===== config.mk =====
export PLATFORM = sky130hd
export DESIGN_NAME = move_input
export DESIGN_NICKNAME = d
export VERILOG_FILES = /design/src/rtl/move_input_pkg.sv /design/src/rtl/cursor_wrap_ctr.sv /design/src/rtl/move_input.sv
export SDC_FILE = /design/constraint.sdc
export NUM_CORES = 1
export LEC_CHECK = 0
export CAP_MARGIN = 40
export CORE_AREA = 4 4 78 80
export CTS_BUF_LIST = sky130_fd_sc_hd__clkbuf_4 sky130_fd_sc_hd__clkbuf_8
export CTS_CLUSTER_SIZE = 25
export DETAILED_ROUTE_END_ITERATION = 8
export DIE_AREA = 0 0 82 84
export PLACE_DENSITY = 0.76
export SLEW_MARGIN = 20
export SYNTH_ARGS = -nofsm -noshare
export SYNTH_HDL_FRONTEND = slang
export SYNTH_SLANG_ARGS = --single-unit

===== constraint.sdc =====
create_clock -name i_clk -period 1.82 [get_ports i_clk]
set_input_delay 0.364 -clock i_clk [delete_from_list [all_inputs] [get_ports i_clk]]
set_output_delay 0.364 -clock i_clk [all_outputs]
set_load 0.05 [all_outputs]

===== src/rtl/move_input_pkg.sv =====
// Shared game definitions for the human-player move front end:
// board geometry, move-input FSM states and the move record.
package move_input_pkg;

    localparam int BOARD_SIZE = 15;
    localparam int IDX_W      = $clog2(BOARD_SIZE);

    // Cursor home position, used at reset
    localparam logic [IDX_W-1:0] CENTER = IDX_W'(BOARD_SIZE / 2);

    typedef enum logic [2:0] {
        S_IDLE,
        S_SELECT,
        S_CHECK,
        S_COMMIT,
        S_WAIT_REL
    } mi_state_e;

    typedef struct packed {
        logic [IDX_W-1:0] row;
        logic [IDX_W-1:0] col;
    } move_t;

endpackage


===== src/rtl/cursor_wrap_ctr.sv =====
// Modulo-N up/down counter with wrap-around in both directions.
// Opposing pulses in the same cycle cancel; the count only moves when enabled.
module cursor_wrap_ctr #(
    parameter int             N         = 15,
    parameter int             W         = $clog2(N),
    parameter logic [W-1:0]   RESET_VAL = '0
) (
    input  logic         i_clk,
    input  logic         i_rst_n,
    input  logic         i_en,
    input  logic         i_inc,
    input  logic         i_dec,
    output logic [W-1:0] o_val
);

    localparam logic [W-1:0] MAX_VAL = W'(N - 1);

    logic [W-1:0] val;
    logic [W-1:0] val_nxt;

    // Next count: one step up or down, wrapping at 0 and N-1
    always_comb begin
        // NOTE: default assignment first so every path drives val_nxt (no latch)
        val_nxt = val;
        if (i_en && (i_inc != i_dec)) begin
            if (i_inc) begin
                val_nxt = (val == MAX_VAL) ? '0 : val + 1'b1;
            end else begin
                val_nxt = (val == '0) ? MAX_VAL : val - 1'b1;
            end
        end
    end

    // Count register
    always_ff @(posedge i_clk or negedge i_rst_n) begin
        if (!i_rst_n) begin
            val <= RESET_VAL;
        end else begin
            // NOTE: non-blocking in clocked blocks so all registers update together
            val <= val_nxt;
        end
    end

    assign o_val = val;

endmodule


===== src/rtl/move_input.sv =====
// Human-player front end: turns debounced button pulses into a wrapping
// board cursor, checks the target cell against the board store and hands
// one legal move per granted turn to the game Controller. Also forwards
// undo / resign requests and produces the cursor blink phase.
module move_input
    import move_input_pkg::*;
#(
    parameter int BLINK_DIV = 25_000_000
) (
    input  logic             i_clk,
    input  logic             i_rst_n,
    input  logic             i_turn,
    input  logic             i_up,
    input  logic             i_down,
    input  logic             i_left,
    input  logic             i_right,
    input  logic             i_confirm,
    input  logic             i_undo,
    input  logic             i_resign,
    output logic [IDX_W-1:0] o_q_row,
    output logic [IDX_W-1:0] o_q_col,
    input  logic             i_q_occupied,
    output logic [IDX_W-1:0] o_row,
    output logic [IDX_W-1:0] o_col,
    output logic             o_player_done,
    output logic             o_prestep,
    output logic             o_surrender,
    output logic [IDX_W-1:0] o_cur_row,
    output logic [IDX_W-1:0] o_cur_col,
    output logic             o_blink,
    output logic             o_reject
);

    localparam int                CNT_W   = (BLINK_DIV > 1) ? $clog2(BLINK_DIV) : 1;
    localparam logic [CNT_W-1:0]  CNT_MAX = CNT_W'(BLINK_DIV - 1);

    mi_state_e        state;
    mi_state_e        state_nxt;
    move_t            cursor;
    move_t            committed;
    logic             move_en;
    logic             moved;
    logic             req_ok;
    logic             reject_q;
    logic             prestep_q;
    logic             surrender_q;
    logic [CNT_W-1:0] blink_cnt;
    logic             blink_q;

    // Cursor only moves in SELECT; a confirm in the same cycle freezes it so
    // the check uses the position the player saw when pressing confirm.
    assign move_en = (state == S_SELECT) && !i_confirm;
    assign moved   = move_en && (i_up || i_down || i_left || i_right);

    // Undo / resign are dropped while a move is being handed over
    assign req_ok  = (state != S_COMMIT);

    cursor_wrap_ctr #(
        .N         (BOARD_SIZE),
        .W         (IDX_W),
        .RESET_VAL (CENTER)
    ) u_row_ctr (
        .i_clk   (i_clk),
        .i_rst_n (i_rst_n),
        .i_en    (move_en),
        .i_inc   (i_down),
        .i_dec   (i_up),
        .o_val   (cursor.row)
    );

    cursor_wrap_ctr #(
        .N         (BOARD_SIZE),
        .W         (IDX_W),
        .RESET_VAL (CENTER)
    ) u_col_ctr (
        .i_clk   (i_clk),
        .i_rst_n (i_rst_n),
        .i_en    (move_en),
        .i_inc   (i_right),
        .i_dec   (i_left),
        .o_val   (cursor.col)
    );

    // FSM state register
    always_ff @(posedge i_clk or negedge i_rst_n) begin
        if (!i_rst_n) begin
            state <= S_IDLE;
        end else begin
            state <= state_nxt;
        end
    end

    // FSM next-state logic
    always_comb begin
        state_nxt = state;
        case (state)
            S_IDLE: begin
                if (i_turn) state_nxt = S_SELECT;
            end
            S_SELECT: begin
                if (!i_turn)        state_nxt = S_IDLE;
                else if (i_confirm) state_nxt = S_CHECK;
            end
            S_CHECK: begin
                // Board store answers one cycle after the cursor address
                state_nxt = i_q_occupied ? S_SELECT : S_COMMIT;
            end
            S_COMMIT: begin
                state_nxt = S_WAIT_REL;
            end
            S_WAIT_REL: begin
                // Controller may hold i_turn a little longer; never issue a second move
                if (!i_turn) state_nxt = S_IDLE;
            end
            default: begin
                state_nxt = S_IDLE;
            end
        endcase
    end

    // FSM outputs: move handover strobe is high for the single COMMIT cycle
    always_comb begin
        o_player_done = (state == S_COMMIT);
    end

    // Committed move latch and one-cycle request / reject pulses
    always_ff @(posedge i_clk or negedge i_rst_n) begin
        if (!i_rst_n) begin
            committed   <= '0;
            reject_q    <= 1'b0;
            prestep_q   <= 1'b0;
            surrender_q <= 1'b0;
        end else begin
            if ((state == S_CHECK) && !i_q_occupied) begin
                committed <= cursor;
            end
            reject_q    <= (state == S_CHECK) && i_q_occupied;
            // Resign outranks undo when both arrive together
            surrender_q <= i_resign && req_ok;
            prestep_q   <= i_undo && !i_resign && req_ok;
        end
    end

    // Cursor blink: toggle every BLINK_DIV cycles, restart visible on movement
    always_ff @(posedge i_clk or negedge i_rst_n) begin
        if (!i_rst_n) begin
            blink_cnt <= '0;
            blink_q   <= 1'b1;
        end else if (moved) begin
            blink_cnt <= '0;
            blink_q   <= 1'b1;
        end else if (blink_cnt == CNT_MAX) begin
            blink_cnt <= '0;
            blink_q   <= ~blink_q;
        end else begin
            blink_cnt <= blink_cnt + 1'b1;
        end
    end

    assign o_q_row     = cursor.row;
    assign o_q_col     = cursor.col;
    assign o_cur_row   = cursor.row;
    assign o_cur_col   = cursor.col;
    assign o_row       = committed.row;
    assign o_col       = committed.col;
    assign o_reject    = reject_q;
    assign o_prestep   = prestep_q;
    assign o_surrender = surrender_q;
    assign o_blink     = blink_q;

endmodule

==> After elaboration in Yosys (flattened, before gate mapping) <==
Cells that the tools add are included.
Widths: inputs -> output; s select.
{ "word_totals": {"register_bits": 48, "output_inout_bits": 29} }
{ "classes": {"add_sub_neg": 5, "eq_ne": 13, "mux": 16, "n_bitwise": 1, "n_reduce_logical": 20} }
{ "ops": {"columns": ["cell", "count"], "rows": [
  ["$mux 25", 2],
  ["$add 25x1->25 const B", 1],
  ["$eq 25x25->1 const B", 1],
  ["$mux 4", 6],
  ["$pmux 3 s5", 1],
  ["$mux 3", 4],
  ["$logic_and 1x1->1", 9],
  ["$add 4x1->4 const B", 2],
  ["$eq 4x4->1 const B", 2],
  ["$logic_not 4->1", 2],
  ["$sub 4x1->4 const B", 2],
  ["$eq 3x2->1 const B", 2],
  ["$ne 2x2->1 const B", 2],
  ["$eq 3x1->1 const B", 1],
  ["$eq 3x3->1 const B", 1],
  ["$logic_not 1->1", 3],
  ["$logic_not 3->1", 1],
  ["$logic_or 1x1->1", 3],
  ["$ne 3x2->1 const B", 1],
  ["$ne 3x3->1 const B", 1],
  ["$reduce_and 3->1", 1],
  ["$mux 1", 2],
  ["$mux 2", 1],
  ["$ne 1x1->1", 2],
  ["2 further kinds", 2]
]} }

==> Logic depth before layout (Yosys ltp) <==
Gate-level depths: netlist (run 1).
{ "logic_depth": {"depth_word": 5, "depth_mapped": 7, "depth_no_buf": 6} }

==> Hierarchy <==
A second synthesis (run 1) with hierarchy kept.
{ "unflattened": {"cells_unflattened": 263, "area_unflattened_um2": 2787.7} }
{ "by_module_without_submodules": {"columns": ["module", "n_inst", "cells_each", "area_per_inst_um2", "seq_area_each_um2"], "rows": [
  ["move_input", 1, 185, 1989.4, 1002.2],
  ["cursor_wrap_ctr", 2, 39, 399.1, 103.8]
]} }

==> Worst setup path before layout (run 1) <==
No wires, ideal clock.
{ "synth_timing": {"path_kind": "register -> register", "from": "register blink_cnt[0]", "to": "register blink_cnt[20]", "t_arrival_ns": 1.808, "required_time_ns": 1.686, "path_slack_ns": -0.122, "path_stages_with_launch": 7, "period_less_slack_ns": 1.942, "cell_sequence": "dfrtp_1 > ha_1 > nand3_1 > or3_1 > o31ai_1 > buf_2 > a21oi_1"} }
{ "synth_via": {"elab_chain_len": 3, "elab_cells_between_ends": 4} }
{ "synth_lines": {"columns": ["element", "line", "rtl"], "rows": [
  ["from (decl)", "move_input.sv:47", "logic [CNT_W-1:0] blink_cnt;"],
  ["from (signal assigned)", "move_input.sv:156", "blink_cnt <= blink_cnt + 1'b1;"],
  ["$add 25x1->25 / $eq 25x25->1 (equally long branches)", "move_input.sv:156, move_input.sv:152", null],
  ["$mux 25 (*)", "move_input.sv:152", "end else if (blink_cnt == CNT_MAX) begin"],
  ["$mux 25 (*)", "move_input.sv:149", "end else if (moved) begin"]
]} }
Mark *: on every way between the ends. The rest lies on a longest branch, timed or not.
A chain may end at the register's enable or synchronous reset.

==> Worst setup path after layout (run 1) <==
{ "layout_timing": {"from": "register blink_cnt[1]", "to": "register blink_cnt[24]"} }
Same word-level chain as after synthesis.

==> results of run 1 <==
[logic make-up after synthesis]
kind of cell / share of synthesized area
xor gates and xnor gates: 0.04981
AOI/OAI and AO/OA: 0.1210
DFF: 0.4587
adders and majority gates: 0.04744
buffers and inverters: 0.05598
and+or+nand+nor: 0.2201
muxes: 0.04696
[cells in the final DEF, fill, tap and decap left out, types with 10 or more instances in the layout]
| cell type | n |
|---|---|
| o21ai_0 | 10 |
| dfrtp_1 | 40 |
| nor2_1 | 26 |
| inv_1 | 15 |
| nand2_1 | 17 |
| buf_4 | 60 |
| a21oi_1 | 15 |
| buf_12 | 16 |
| xnor2_1 | 11 |
| nand3_1 | 10 |
[flip-flops by register name, summed over array words and instances (netlist names)]
name / cells
o_prestep: 1
u_row_ctr.o_val: 4
state: 3
o_surrender: 1
o_col: 4
o_row: 4
o_reject: 1
o_blink: 1
u_col_ctr.o_val: 4
blink_cnt: 25
[final timing paths]
| path | depth (start not counted) | to | from |
|---|---|---|---|
| min in group i_clk | 1 | o_col[1] | o_col[1] |
| worst min-delay path | 2 | u_col_ctr.o_val[3] | i_rst_n |
| worst max register to register | 5 | blink_cnt[24] | blink_cnt[1] |
| max in group asynchronous | 2 | u_row_ctr.o_val[1] | i_rst_n |
| worst max-delay path | 5 | blink_cnt[24] | blink_cnt[1] |
| worst min register to register | 1 | o_col[1] | o_col[1] |
[timing repair]
action | 4_1_cts | 5_1_grt
pin swaps | 3 | 11
endpoints found under the setup margin | 24 | 24
buffers inserted | 8 | 3
gates cloned | 0 | 2
gates resized for setup | 6 | 13
[per-layer routing]
metal | vias to the layer above | wire, um | track usage
met5 | - | 0 | 0
met4 | 0 | 63 | 0.04683
met3 | 6 | 278 | 0.03456
met2 | 57 | 3263 | 0.3035
met1 | 1134 | 2696 | 0.2276
li1 | 1120 | - | -
[cell type report]
type                            count  area share
Clock buffer                        8     0.02767
Inverter                           15     0.01500
Multi-Input combinational cell    189      0.3663
Sequential cell                    48      0.3237
Tap cell                           72     0.02400
Timing Repair Buffer               89      0.2433
[report_power, final]
group | switching, W | internal [W] | leakage [nW]
registers | 0.000271 | 0.00135 | 0.613
clock network | 0.000342 | 0.000362 | 0.0549
logic | 0.00165 | 0.00126 | 0.988
total | 0.00227 | 0.00297 | 1.66
[through the flow]
stage	instance area (sq um)	power (W)
4_1_cts	3643	0.005171
5_1_grt	3754	0.005520
6_report	3754	0.005236
3_5_place_dp	3440	0.004426
2_1_floorplan	2661	0.003324
3_3_place_gp	3440	0.004358
[synthesized netlist by cell type (4+ instances only)]
cell,number
dfstp_2,7
mux2_2,9
xor2_1,4
ha_1,10
nor2_1,26
nand3_1,10
buf_4,8
o31ai_1,6
buf_2,4
nor4_1,5
o21ai_0,11
nand2_1,18
xnor2_1,11
inv_1,15
a21oi_1,18
or3_1,6
dfrtp_1,41
or4_1,8
nor3_1,6
[critical path: stages, from the launching register on]
cell     delay [ps]
dfrtp_1         430
ha_4            180
nand2_4          70
or4_4           570
or4_4           430
a21oi_2         120
==> out/results.ini, run 1 <==
[grt]
grt_overflow=0
grtUsageTotal=0.1784
grt_max_degree=49
grt_pass1_vias=2229
antenna_found_initial=0
grt_pass1_wl_um=9860

[sta]
tns_ps=-109.8
relSlewSlack=0.7533
fin_skew_ps=4.231
rsz0062_at_grt=yes
hold_viol_final=0
fin_crit_sh=1.036
whs_ps=41.84
period_minus_slack_ps=1886
setup_violations=3
worst_slack_ps=-65.87
drv_slew=0
fmax_mhz=530.3
worst_pin_slew_ps=365.3

[cells_and_area]
antennaDiodeCount=0
final_core_util=0.6944
multi_input_area_sq_mm=0.001375
final_nets=369
final_cells=421
layout-drive-gt1-share=0.3582
fillers=390
area.growth.synth_to_final_pct=42.31
register_area_sq_mm=0.001215

[routing]
drc_errors=0
vias_per_cell=5.504
vias=2317
dr.first_iter.drc_count=133
drt.antenna.violating_nets=0
drt_wl_total_um=6302
routedWlPerCell_um=14.97
drt_first_pass_iters=4

[synth]
synthArstFlopShare=1.000
syn-mean-instance-area_sq_um=9.878
synth_seq_area_share=0.4587
synthTopCellsByArea=dfrtp_1 (39%), dfstp_2 (7.0%), ha_1 (4.7%), mux2_2 (3.8%), nor2_1 (3.7%)
synth.cell_area_sq_mm=0.002638
synth_seq_cells=48
yosys.area.top_type_share=0.3890
syn_nets=288
ys_types=48
synth-edff-count=0
syn_inst=267
yosysWarnings=0
ys.flop_type=dfrtp_1
synth_area_leader_cell=dfrtp_1

[power_and_ir_drop]
p_leak_nw=1.656
peakVddDrop_uv=1362
powerDensity_mw_per_mm2=1395

[die]
core_area_sq_mm=0.005405
die_w_um=82
ios=40
dieArea_sq_mm=0.006888
initial_core_util=0.4880
rows=27
die_h_um=84

[placement]
routabilityCongestion=0.8028
post-dp-hpwl_um=4198
dp_cells=401
port_buffers=39
place_ws_ps=-117.7

[critical_path]
cp_data_arrival_time_ps=2120
regToRegSetupSlack_ps=-70
crit_fanout=6
path_class=flip-flop to flip-flop
cp-start-kind=flip-flop
cp.required_ps=2050
cp-end-kind=flip-flop

[clocking]
clock_latency_ps=300
cts.clk_slew.worst_paths_ps=80
cts-buffers-inserted=5
cts_max_path_buffers=2
htree_levels=2
cts-root-buf=clkbuf_8
holdBufCountCts=0
cts_num_sinks=48
cts_tree=built

[flow_run]
maxCapViolCount=0

[status]
status=finished, violations left
violations=setup timing

[hold_path]
hold_class=input pin to async pin

Power figures use the tool's default switching activity.
==> run 2, diff against run 1 <==
- CTS_BUF_LIST: sky130_fd_sc_hd__clkbuf_4 sky130_fd_sc_hd__clkbuf_8 -> sky130_fd_sc_hd__clkbuf_4
- SKIP_LAST_GASP: default -> 1
==> out/results.ini, run 2 (synthesis gave the netlist of run 1 again) <==
[cells_and_area]
layout-drive-gt1-share=0.4096  ; was 0.3582
area.growth.synth_to_final_pct=45.40  ; was 42.31%
final_common_cell=buf_4  ; unchanged
largest_reg_flops=25  ; unchanged
regMostFlops=blink_cnt  ; unchanged
final_cell_mix=buf_4 (63), dfrtp_1 (39), nand2_1 (17), inv_1 (15), buf_12 (15)  ; was buf_4 (60), dfrtp_1 (40), nor2_1 (26), nand2_1 (17), buf_12 (16)
final_nets=374  ; was 369
final_cells=426  ; was 421
antennaDiodeCount=0  ; unchanged
final_core_util=0.7095  ; was 0.6944

[sta]
worst_slack_ps=-161.1  ; was -65.87 ps
worst_pin_slew_ps=425.7  ; was 365.3 ps
drv_slew=0  ; unchanged
fin_crit_sh=1.088  ; was 1.036
rsz0062_at_grt=yes  ; unchanged
setup_violations=25  ; was 3
fin_skew_ps=8.821  ; was 4.231 ps
relSlewSlack=0.7132  ; was 0.7533
period_minus_slack_ps=1981  ; was 1886 ps
hold_viol_final=0  ; unchanged
fmax_mhz=504.8  ; was 530.3 MHz

[clocking]
clock_latency_ps=360  ; was 300 ps
cts_num_sinks=48  ; unchanged
cts_max_path_buffers=2  ; unchanged
cts.clk_slew.worst_paths_ps=130  ; was 80 ps
htree_levels=2  ; unchanged
cts_tree=built  ; unchanged
cts-root-buf=clkbuf_4  ; was clkbuf_8
cts-buffers-inserted=5  ; unchanged

[routing]
drt.antenna.violating_nets=0  ; unchanged
vias_per_cell=5.547  ; was 5.504
vias=2363  ; was 2317
routedWlPerCell_um=15.28  ; was 14.97 um
drt_first_pass_iters=4  ; unchanged
drc_errors=0  ; unchanged
dr.first_iter.drc_count=106  ; was 133
drt_wl_total_um=6508  ; was 6302 um

[grt]
grt_overflow=0  ; unchanged
grtUsageTotal=0.1805  ; was 0.1784
antenna_found_initial=0  ; unchanged
grt_max_degree=49  ; unchanged
grt_pass1_wl_um=9901  ; was 9860 um
grt_pass1_vias=2236  ; was 2229

[critical_path]
cp_data_arrival_time_ps=2230  ; was 2120 ps
cp-start-kind=flip-flop  ; unchanged
cp.required_ps=2060  ; was 2050 ps
rr_startpoint=blink_cnt[9]  ; was blink_cnt[1]
r2r_cells=7  ; was 5
path_class=flip-flop to flip-flop  ; unchanged
crit_fanout=7  ; was 6
regToRegSetupSlack_ps=-160  ; was -70 ps
cp-end-kind=flip-flop  ; unchanged
rr_endpoint=blink_cnt[20]  ; was blink_cnt[24]

[die]
rows=27  ; unchanged
ios=40  ; unchanged
initial_core_util=0.4880  ; unchanged
die_w_um=82  ; unchanged
die_h_um=84  ; unchanged
dieArea_sq_mm=0.006888  ; unchanged
core_area_sq_mm=0.005405  ; unchanged

[placement]
post-dp-hpwl_um=4198  ; unchanged
dp_cells=401  ; unchanged
port_buffers=39  ; unchanged
routabilityCongestion=0.8028  ; unchanged

[status]
violations=setup timing  ; unchanged
status=finished, violations left  ; unchanged

[flow_run]
maxCapViolCount=0  ; unchanged

[hold_path]
hold_class=input pin to async pin  ; unchanged

[power_and_ir_drop]
power_w=0.005064  ; was 0.005236 W
powerDensity_mw_per_mm2=1320  ; was 1395 mW/mm^2
peakVddDrop_uv=1363  ; was 1362 uV
p_leak_nw=1.644  ; was 1.656 nW

## run 2: cell count changes in the layout (fill, tap and decap cells not counted), sizes merged
cell         change
buf              +4
clkbuf           -2
clkinv           +2
dlygate4sd3      +1
## run 2: through the flow
| step | hold slack (ps) | setup TNS (ps) | worst slack [ps] | instance area [sq um] |
|---|---|---|---|---|
| final | 514.1 | -3166 | -161.1 | 3835 |
| after global routing | 509.5 | -5365 | -257.3 | 3835 |
| after CTS | 521.0 | -57.63 | -32.92 | 3612 |
| after detailed placement | 377.4 | -1906 | -117.7 | 3440 |
| after global placement | 364.2 | -592.2 | -93.57 | 3440 |
| after floorplan | 68.41 | -74.80 | -35.81 | 2661 |
## run 2: critical path, cell delays in order, from the launching register on
cell and delay [ps]:
dfrtp_1 450, buf_6 150, nor4_4 340, nand4b_1 250, o31ai_4 280, buf_6 190
clkbuf_16 180, a21oi_2 30
## run 2: how the worst max path moves through the flow
stage            startpoint            endpoint  depth (start not counted)
2_1_floorplan  blink_cnt[2]       blink_cnt[19]                          5
3_3_place_gp         i_down  u_row_ctr.o_val[0]                          6
3_5_place_dp         i_down  u_row_ctr.o_val[2]                          6
4_1_cts        blink_cnt[9]       blink_cnt[24]                          5
5_1_grt        blink_cnt[9]       blink_cnt[20]                          7
6_report       blink_cnt[9]       blink_cnt[20]                          7
## run 2: layout make-up
class,instances,area [sq um]
inverters,15,56.30
clock buffers,6,45.04
multi-input cells,189,1468
fillers,381,1570
well taps,72,90.09
flip-flops and latches,48,1216
repair buffers,94,952.2
clock inverters,2,7.507
## run 2: power by group
group	total, W	internal [W]	switching [W]
registers	0.00160	0.00135	0.000255
logic	0.00298	0.00129	0.00169
clock network	0.000476	0.000159	0.000317
total	0.00506	0.00280	0.00227
## run 2: repair_timing
item | in CTS | in global routing
setup buffers | 9 | 5
resized for setup | 7 | 42
setup endpoints to repair | 25 | 26
pin swaps | 4 | 20
hold buffers | 1 | 0
hold endpoints to repair | 41 | 0
gates cloned | 0 | 2
## run 2: metal layers
| metal | track usage | up-vias | part of all wire |
|---|---|---|---|
| met2 | 0.2998 | 59 | 0.50 |
| li1 | - | 1128 | - |
| met4 | 0.06344 | 0 | 0.029 |
| met5 | 0 | - | 0 |
| met1 | 0.2266 | 1158 | 0.42 |
| met3 | 0.03996 | 18 | 0.050 |
==> run 3, diff against run 2 <==
- ABC_AREA: default -> 0
==> results of run 3 <==
The final DEF is identical to that of run 2; final timing and power are the same.
